==> src/rtl/qpu_ifu_ifetch_pkg.sv <==
// ============================================================================
// Module   : qpu_ifu_ifetch_pkg
// Purpose  : Shared constants and FSM state encoding for the QPU instruction
//            fetch unit.
// Contents : QPU_PC_SIZE, QPU_INSTR_SIZE, QPU_BRANCH_OPCODE, QPU_PC_INC,
//            ifu_state_e (2-bit fetch FSM states)
// Revision : 1.0 - initial release
// ============================================================================
`default_nettype none

package qpu_ifu_ifetch_pkg;

    localparam int QPU_PC_SIZE    = 32;
    localparam int QPU_INSTR_SIZE = 32;

    // Low five bits of a classical conditional branch (bit 0 = 0 marks a
    // classical word, bit 0 = 1 a quantum word).
    localparam logic [4:0] QPU_BRANCH_OPCODE = 5'b11000;

    // Sequential fetch stride in bytes.
    localparam int QPU_PC_INC = 4;

    typedef enum logic [1:0] {
        ST_RST  = 2'd0,
        ST_REQ  = 2'd1,
        ST_WAIT = 2'd2
    } ifu_state_e;

endpackage : qpu_ifu_ifetch_pkg

`default_nettype wire

==> src/rtl/qpu_ifu_minidec.sv <==
// ============================================================================
// Module   : qpu_ifu_minidec
// Purpose  : Combinational pre-decoder for the fetch stage. Detects classical
//            branches, applies static backward-taken prediction and computes
//            the next fetch address.
// Ports    : instr      in  INSTR_SIZE  fetched instruction word
//            pc         in  PC_SIZE     address the word was fetched from
//            is_bxx     out 1           word is a classical branch
//            prdt_taken out 1           branch predicted taken (backward)
//            pc_nxt     out PC_SIZE     predicted next fetch address
// Revision : 1.0 - initial release
// ============================================================================
`default_nettype none

module qpu_ifu_minidec
    import qpu_ifu_ifetch_pkg::*;
#(
    parameter int PC_SIZE    = QPU_PC_SIZE,
    parameter int INSTR_SIZE = QPU_INSTR_SIZE
) (
    input  logic [INSTR_SIZE-1:0] instr,
    input  logic [PC_SIZE-1:0]    pc,
    output logic                  is_bxx,
    output logic                  prdt_taken,
    output logic [PC_SIZE-1:0]    pc_nxt
);

    localparam int IMM_W = 14;

    logic [IMM_W-1:0]   w_b_imm;
    logic [PC_SIZE-1:0] w_imm_ext;
    logic [PC_SIZE-1:0] w_target;
    logic               w_unused;

    // Immediate sign bit is instr[9], so "taken" and "backward" are the same
    // test: the prediction needs no adder on the immediate.
    assign w_b_imm   = {instr[9:5], instr[23:15]};
    assign w_imm_ext = {{(PC_SIZE-IMM_W){w_b_imm[IMM_W-1]}}, w_b_imm};

    // Immediate counts words; shift by two to reach byte addresses.
    assign w_target  = pc + (w_imm_ext << 2);

    // Quantum words carry bit 0 = 1 and can never match the opcode, but the
    // classical check is kept explicit for readability.
    assign is_bxx     = ~instr[0] & (instr[4:0] == QPU_BRANCH_OPCODE);
    assign prdt_taken = is_bxx & instr[9];
    assign pc_nxt     = prdt_taken ? w_target : (pc + PC_SIZE'(QPU_PC_INC));

    assign w_unused = ^{instr[INSTR_SIZE-1:24], instr[14:10]};

endmodule : qpu_ifu_minidec

`default_nettype wire

==> src/rtl/qpu_ifu_ifetch.sv <==
// ============================================================================
// Module   : qpu_ifu_ifetch
// Purpose  : QPU instruction-fetch stage. Generates the PC, issues single-
//            outstanding fetch requests, holds the returned word in the IR,
//            predicts classical branches statically and redirects on flush.
// Ports    : clk, rst_n                     clock / async active-low reset
//            ifu_req_valid/ready/pc         fetch request channel
//            ifu_rsp_valid/ready/instr      fetch response channel
//            ifu_o_valid/ready              IR handshake towards decode
//            ifu_o_ir/pc/prdt_taken         IR contents towards decode
//            pipe_flush_req/pc              redirect from the EXU
// Revision : 1.0 - initial release
// ============================================================================
`default_nettype none

module qpu_ifu_ifetch
    import qpu_ifu_ifetch_pkg::*;
#(
    parameter int                 PC_SIZE    = QPU_PC_SIZE,
    parameter int                 INSTR_SIZE = QPU_INSTR_SIZE,
    parameter logic [PC_SIZE-1:0] RESET_PC   = '0
) (
    input  logic                  clk,
    input  logic                  rst_n,

    output logic                  ifu_req_valid,
    input  logic                  ifu_req_ready,
    output logic [PC_SIZE-1:0]    ifu_req_pc,

    input  logic                  ifu_rsp_valid,
    output logic                  ifu_rsp_ready,
    input  logic [INSTR_SIZE-1:0] ifu_rsp_instr,

    output logic                  ifu_o_valid,
    input  logic                  ifu_o_ready,
    output logic [INSTR_SIZE-1:0] ifu_o_ir,
    output logic [PC_SIZE-1:0]    ifu_o_pc,
    output logic                  ifu_o_prdt_taken,

    input  logic                  pipe_flush_req,
    input  logic [PC_SIZE-1:0]    pipe_flush_pc
);

    ifu_state_e             r_state;
    ifu_state_e             w_state_nxt;

    logic [PC_SIZE-1:0]     r_pc;
    logic                   r_discard;
    logic                   r_ir_valid;
    logic [INSTR_SIZE-1:0]  r_ir;
    logic [PC_SIZE-1:0]     r_ir_pc;
    logic                   r_ir_taken;

    logic                   w_req_hs;
    logic                   w_rsp_hs;
    logic                   w_load;
    logic                   w_consume;
    logic                   w_outstanding;
    logic                   w_is_bxx;
    logic                   w_prdt_taken;
    logic [PC_SIZE-1:0]     w_pc_nxt;
    logic                   w_unused;

    qpu_ifu_minidec #(
        .PC_SIZE    (PC_SIZE),
        .INSTR_SIZE (INSTR_SIZE)
    ) u_minidec (
        .instr      (ifu_rsp_instr),
        .pc         (r_pc),
        .is_bxx     (w_is_bxx),
        .prdt_taken (w_prdt_taken),
        .pc_nxt     (w_pc_nxt)
    );

    assign w_unused = w_is_bxx;

    assign w_req_hs  = ifu_req_valid & ifu_req_ready;
    assign w_rsp_hs  = ifu_rsp_valid & ifu_rsp_ready;
    // A response is only kept if it is neither stale nor raced by a flush.
    assign w_load    = w_rsp_hs & ~r_discard & ~pipe_flush_req;
    assign w_consume = r_ir_valid & ifu_o_ready;

    // A request will still be in flight after this edge: either the one
    // already outstanding (WAIT, or a stale one) that is not returning now,
    // or one being accepted right now.
    assign w_outstanding = (((r_state == ST_WAIT) | r_discard) & ~w_rsp_hs) | w_req_hs;

    // ------------------------------------------------------------------
    // FSM state register
    // ------------------------------------------------------------------
    always_ff @(posedge clk or negedge rst_n) begin
        if (!rst_n) begin
            r_state <= ST_RST;
        end else begin
            r_state <= w_state_nxt;
        end
    end

    // ------------------------------------------------------------------
    // FSM next state and handshake outputs
    // ------------------------------------------------------------------
    always_comb begin
        w_state_nxt   = r_state;
        ifu_req_valid = 1'b0;
        ifu_rsp_ready = 1'b0;

        case (r_state)
            ST_RST: begin
                w_state_nxt = ST_REQ;
            end
            ST_REQ: begin
                // Hold off issuing until the stale response has drained.
                ifu_req_valid = ~r_discard;
                ifu_rsp_ready = ~r_ir_valid | ifu_o_ready | r_discard;
                if (w_req_hs) begin
                    w_state_nxt = ST_WAIT;
                end
            end
            ST_WAIT: begin
                ifu_rsp_ready = ~r_ir_valid | ifu_o_ready | r_discard;
                if (w_rsp_hs) begin
                    w_state_nxt = ST_REQ;
                end
            end
            default: begin
                w_state_nxt = ST_RST;
            end
        endcase

        if (pipe_flush_req) begin
            w_state_nxt = ST_REQ;
        end
    end

    // ------------------------------------------------------------------
    // PC, discard flag and IR pipe registers
    // ------------------------------------------------------------------
    always_ff @(posedge clk or negedge rst_n) begin
        if (!rst_n) begin
            r_pc       <= RESET_PC;
            r_discard  <= 1'b0;
            r_ir_valid <= 1'b0;
            r_ir       <= '0;
            r_ir_pc    <= '0;
            r_ir_taken <= 1'b0;
        end else begin
            if (pipe_flush_req) begin
                r_pc       <= pipe_flush_pc;
                r_discard  <= w_outstanding;
                r_ir_valid <= 1'b0;
            end else begin
                if (w_rsp_hs) begin
                    r_discard <= 1'b0;
                end
                if (w_load) begin
                    r_pc       <= w_pc_nxt;
                    r_ir_valid <= 1'b1;
                end else if (w_consume) begin
                    r_ir_valid <= 1'b0;
                end
            end

            if (w_load) begin
                r_ir       <= ifu_rsp_instr;
                r_ir_pc    <= r_pc;
                r_ir_taken <= w_prdt_taken;
            end
        end
    end

    assign ifu_req_pc       = r_pc;
    assign ifu_o_valid      = r_ir_valid;
    assign ifu_o_ir         = r_ir;
    assign ifu_o_pc         = r_ir_pc;
    assign ifu_o_prdt_taken = r_ir_taken;

endmodule : qpu_ifu_ifetch

`default_nettype wire

==> config.mk <==
export PLATFORM = sky130hd
export DESIGN_NAME = qpu_ifu_ifetch
export DESIGN_NICKNAME = d
export VERILOG_FILES = /design/src/rtl/qpu_ifu_ifetch_pkg.sv /design/src/rtl/qpu_ifu_minidec.sv /design/src/rtl/qpu_ifu_ifetch.sv
export SDC_FILE = /design/constraint.sdc
export NUM_CORES = 1
export LEC_CHECK = 0
export ABC_AREA = 1
export BUFFER_PORTS_ARGS = -buffer_cell sky130_fd_sc_hd__buf_4
export CAP_MARGIN = 20
export CORE_MARGIN = 3
export CORE_UTILIZATION = 49
export CTS_CLUSTER_DIAMETER = 80
export DETAILED_ROUTE_END_ITERATION = 7
export PLACE_DENSITY = 0.77
export SLEW_MARGIN = 20
export SYNTH_ARGS = -nofsm -noshare
export SYNTH_HDL_FRONTEND = slang
export SYNTH_HIERARCHICAL = 1
export SYNTH_SLANG_ARGS = --single-unit
export TNS_END_PERCENT = 10
==> constraint.sdc <==
create_clock -name clk -period 1.8 [get_ports clk]
set_input_delay 0.09 -clock clk [delete_from_list [all_inputs] [get_ports clk]]
set_output_delay 0.09 -clock clk [all_outputs]
set_load 0.01 [all_outputs]
==> summary.md <==
| Metric | Value |
|---|---|
| Global-route wire length before repair | `~35 mm` |
| Number of design rule violations left after detail routing | `0` |
| Leakage power summed over all cells | `5.76 nW` |
| Post-layout instance area | `10200 µm²` |
| Max Clock Freq | `around 500 MHz` |
| Final setup skew | `~0.0094 ns` |
| Kind of end point of the critical path | `flop` |
| Clock input transition at the sequential cells of the worst setup and hold paths | `around 0.080 ns` |
| FF-to-FF path depth | `13` |
| Clock buffer depth | `2` |
| Largest net degree at the start of global routing | `between 50 and 60` |
| Worst slew pin tran | `roughly 0.57 ns` |
| Total number of yosys warnings | `6` |
| Netlist Area Pre-Place | `~6800 µm²` |
| Type of the most critical hold path | `in -> reg` |
| Layout net count | `between 1000 and 1500` |
| Wire length per cell | `15.1 µm` |
| Worst setup SP type | `input port` |
| Max_cap viols | `0` |
| Via total after detailed routing | `7417` |
| H-tree level count | `3` |
| Largest fanout on the critical path | `8` |
| Average cell area after synthesis | `roughly 6.7 µm²` |
| RSZ-0062 raised after global routing | `true` |
| Root Driver | `clkbuf_16` |
| Worst Hold Path Cells | `5` |
| Crit path DAT | `roughly 2.3 ns` |
| Worst slew margin | `about three fifths` |
| IO Pins | `170` |
| Outcome | `finished, violations left` |
| Worst vdd ir | `around 0.00065 V` |
| Hold violation total from the final report | `0` |
| Die Y-Extent | `123 µm` |
| First-pass detailed-route iteration total | `5` |
| Number of antenna violations at the first check in global routing | `0` |
| Number of standard cells after synthesis | `about 1000` |
| TritonCTS buffer count | `9` |
| Number of clock sinks | `101` |
| Overflow left after global routing | `0` |
| TritonCTS clock tree | `yes` |
| Fill cells | `a little under 1000` |
| Via count of the first global-routing pass | `7218` |
| Areal power density over the cells | `around 1300 nW/µm²` |
| Wire length after detailed routing | `between 20 and 25 mm` |
| Standard cell core area | `13300 µm²` |
| Detailed placement HPWL | `approximately 15 mm` |
| Clock Latency Late Sink | `0.36 ns` |
| Worst Slack Setup Final | `-0.243 ns` |
| Number of standard-cell rows in the floorplan | `between 40 and 50` |
| Avg Vias per Cell | `5.04` |
| Number of nets with antenna violations after detailed routing | `0` |
| Worst EP required | `between 2 and 2.5 ns` |
| Cell area after placement | `between 8000 and 9000 µm²` |
| Commonest non-fill, non-tap cell in the layout | `nand2_1` |
| Die area | `roughly 15000 µm²` |
| Ratio of final minimum period to clock period | `113%` |
| Final-report setup violation count | `26` |
| Most frequent cells in the layout | `nand2_1, buf_4, inv_1` |
| Chip width | `around 120 µm` |
| Layout area overhead | `50.8%` |
| Failing checks | `setup timing` |
| Clock period minus worst slack | `between 2 and 2.5 ns` |
| Nets in the synthesized netlist | `around 1100` |
| Antenna diode count | `0` |
| Share of final-layout standard cells stronger than drive strength 1 | `33.3%` |
| Count of buffers from port buffering | `169` |
| Total Routing Usage GR | `29.6%` |
| Number of max-slew violations in the final report | `0` |
| Starting density of the core | `roughly half` |
| Final GP Congestion | `between 0.9 and 1` |
| Crit Path Category | `in -> reg` |
| Minimum setup slack after placement | `-0.724 ns` |
| Violation count after the first detailed-routing iteration | `roughly 540` |
[metrics by stage]
step	hold slack [ns]	power (mW)	std cells	setup TNS, ns	utilization (%)
after floorplan	-0.206	6.93	1001	-3.99	-
after global placement	0.120	10.2	1413	-15.32	67.1
after detailed placement	0.120	10.3	1413	-16.56	67.1
after CTS	0.00892	12.7	1471	-2.74	75.4
after global routing	0.0376	13.8	1472	-8.18	76.2
final	0.0293	12.8	1472	-4.41	76.2
[what timing repair did]
item                                    in CTS  in global routing
pin swaps                                   27                  9
hold buffers                                33                  0
endpoints found under the setup margin      26                 91
endpoints found under the hold margin       73                  0
resized for setup                           76                 29
buffers inserted                             7                  1
gates cloned                                 2                  0
[state kept, by name, indices dropped and copies added, names as in the netlist]
register          count
ifu_o_ir             32
ifu_o_pc             32
ifu_o_prdt_taken      1
ifu_o_valid           1
ifu_req_pc           32
r_discard             1
r_state               2
[path summary, 6_finish.rpt]
path | slack, ns | to | start
setup / recovery | -0.24 | ifu_req_pc[8]$_DFFE_PN0P_ | ifu_rsp_instr[1]
hold / removal | 0.03 | ifu_req_pc[5]$_DFFE_PN0P_ | pipe_flush_pc[5]
setup reg to reg | -0.19 | ifu_req_pc[24]$_DFFE_PN0P_ | ifu_req_pc[11]$_DFFE_PN0P_
hold reg to reg | 0.48 | ifu_o_ir[11]$_DFFE_PN0P_ | ifu_o_ir[11]$_DFFE_PN0P_
max in group asynchronous | 0.93 | ifu_o_pc[16]$_DFFE_PN0P_ | rst_n
min in group asynchronous | 0.27 | ifu_o_pc[31]$_DFFE_PN0P_ | rst_n
[metal layers]
| metal | vias to the layer above | track usage, % | part of all wire, % |
|---|---|---|---|
| li1 | 3637 | - | - |
| met1 | 3463 | 36.4 | 42 |
| met2 | 257 | 51.9 | 49 |
| met3 | 60 | 5.67 | 6.6 |
| met4 | 0 | 10.0 | 2.8 |
| met5 | - | 0 | 0 |
[layout make-up]
type,instances,area [µm²],area share [%]
clock buffer,9,225,2.21
inverter,147,559,5.50
timing repair inverter,1,6.26,0.0615
clock inverter,7,68.8,0.676
multi-input combinational,724,4060,39.8
tap,176,220,2.16
timing repair buffer,307,2510,24.7
sequential,101,2530,24.8
[power breakdown]
part	internal [mW]	leakage (nW)	switching (mW)
sequential	3.22	1.28	0.706
combinational	3.42	4.34	3.55
clock	0.973	0.137	0.978
total	7.61	5.76	5.23
[critical path, cell delays in order]
cell	delay, ns
buf_8	0.10
nor3b_4	0.26
nand3_4	0.11
buf_12	0.17
or2_4	0.24
ha_4	0.16
inv_2	0.05
fa_2	0.19
inv_2	0.05
nand3_2	0.07
nand3_4	0.11
nand2_2	0.11
nand2_2	0.08
xor2_1	0.23
nand2_1	0.11
nand2_1	0.08
nand2_1	0.05
o21ai_0	0.06
Note: power is estimated with default switching activity, not from simulation.
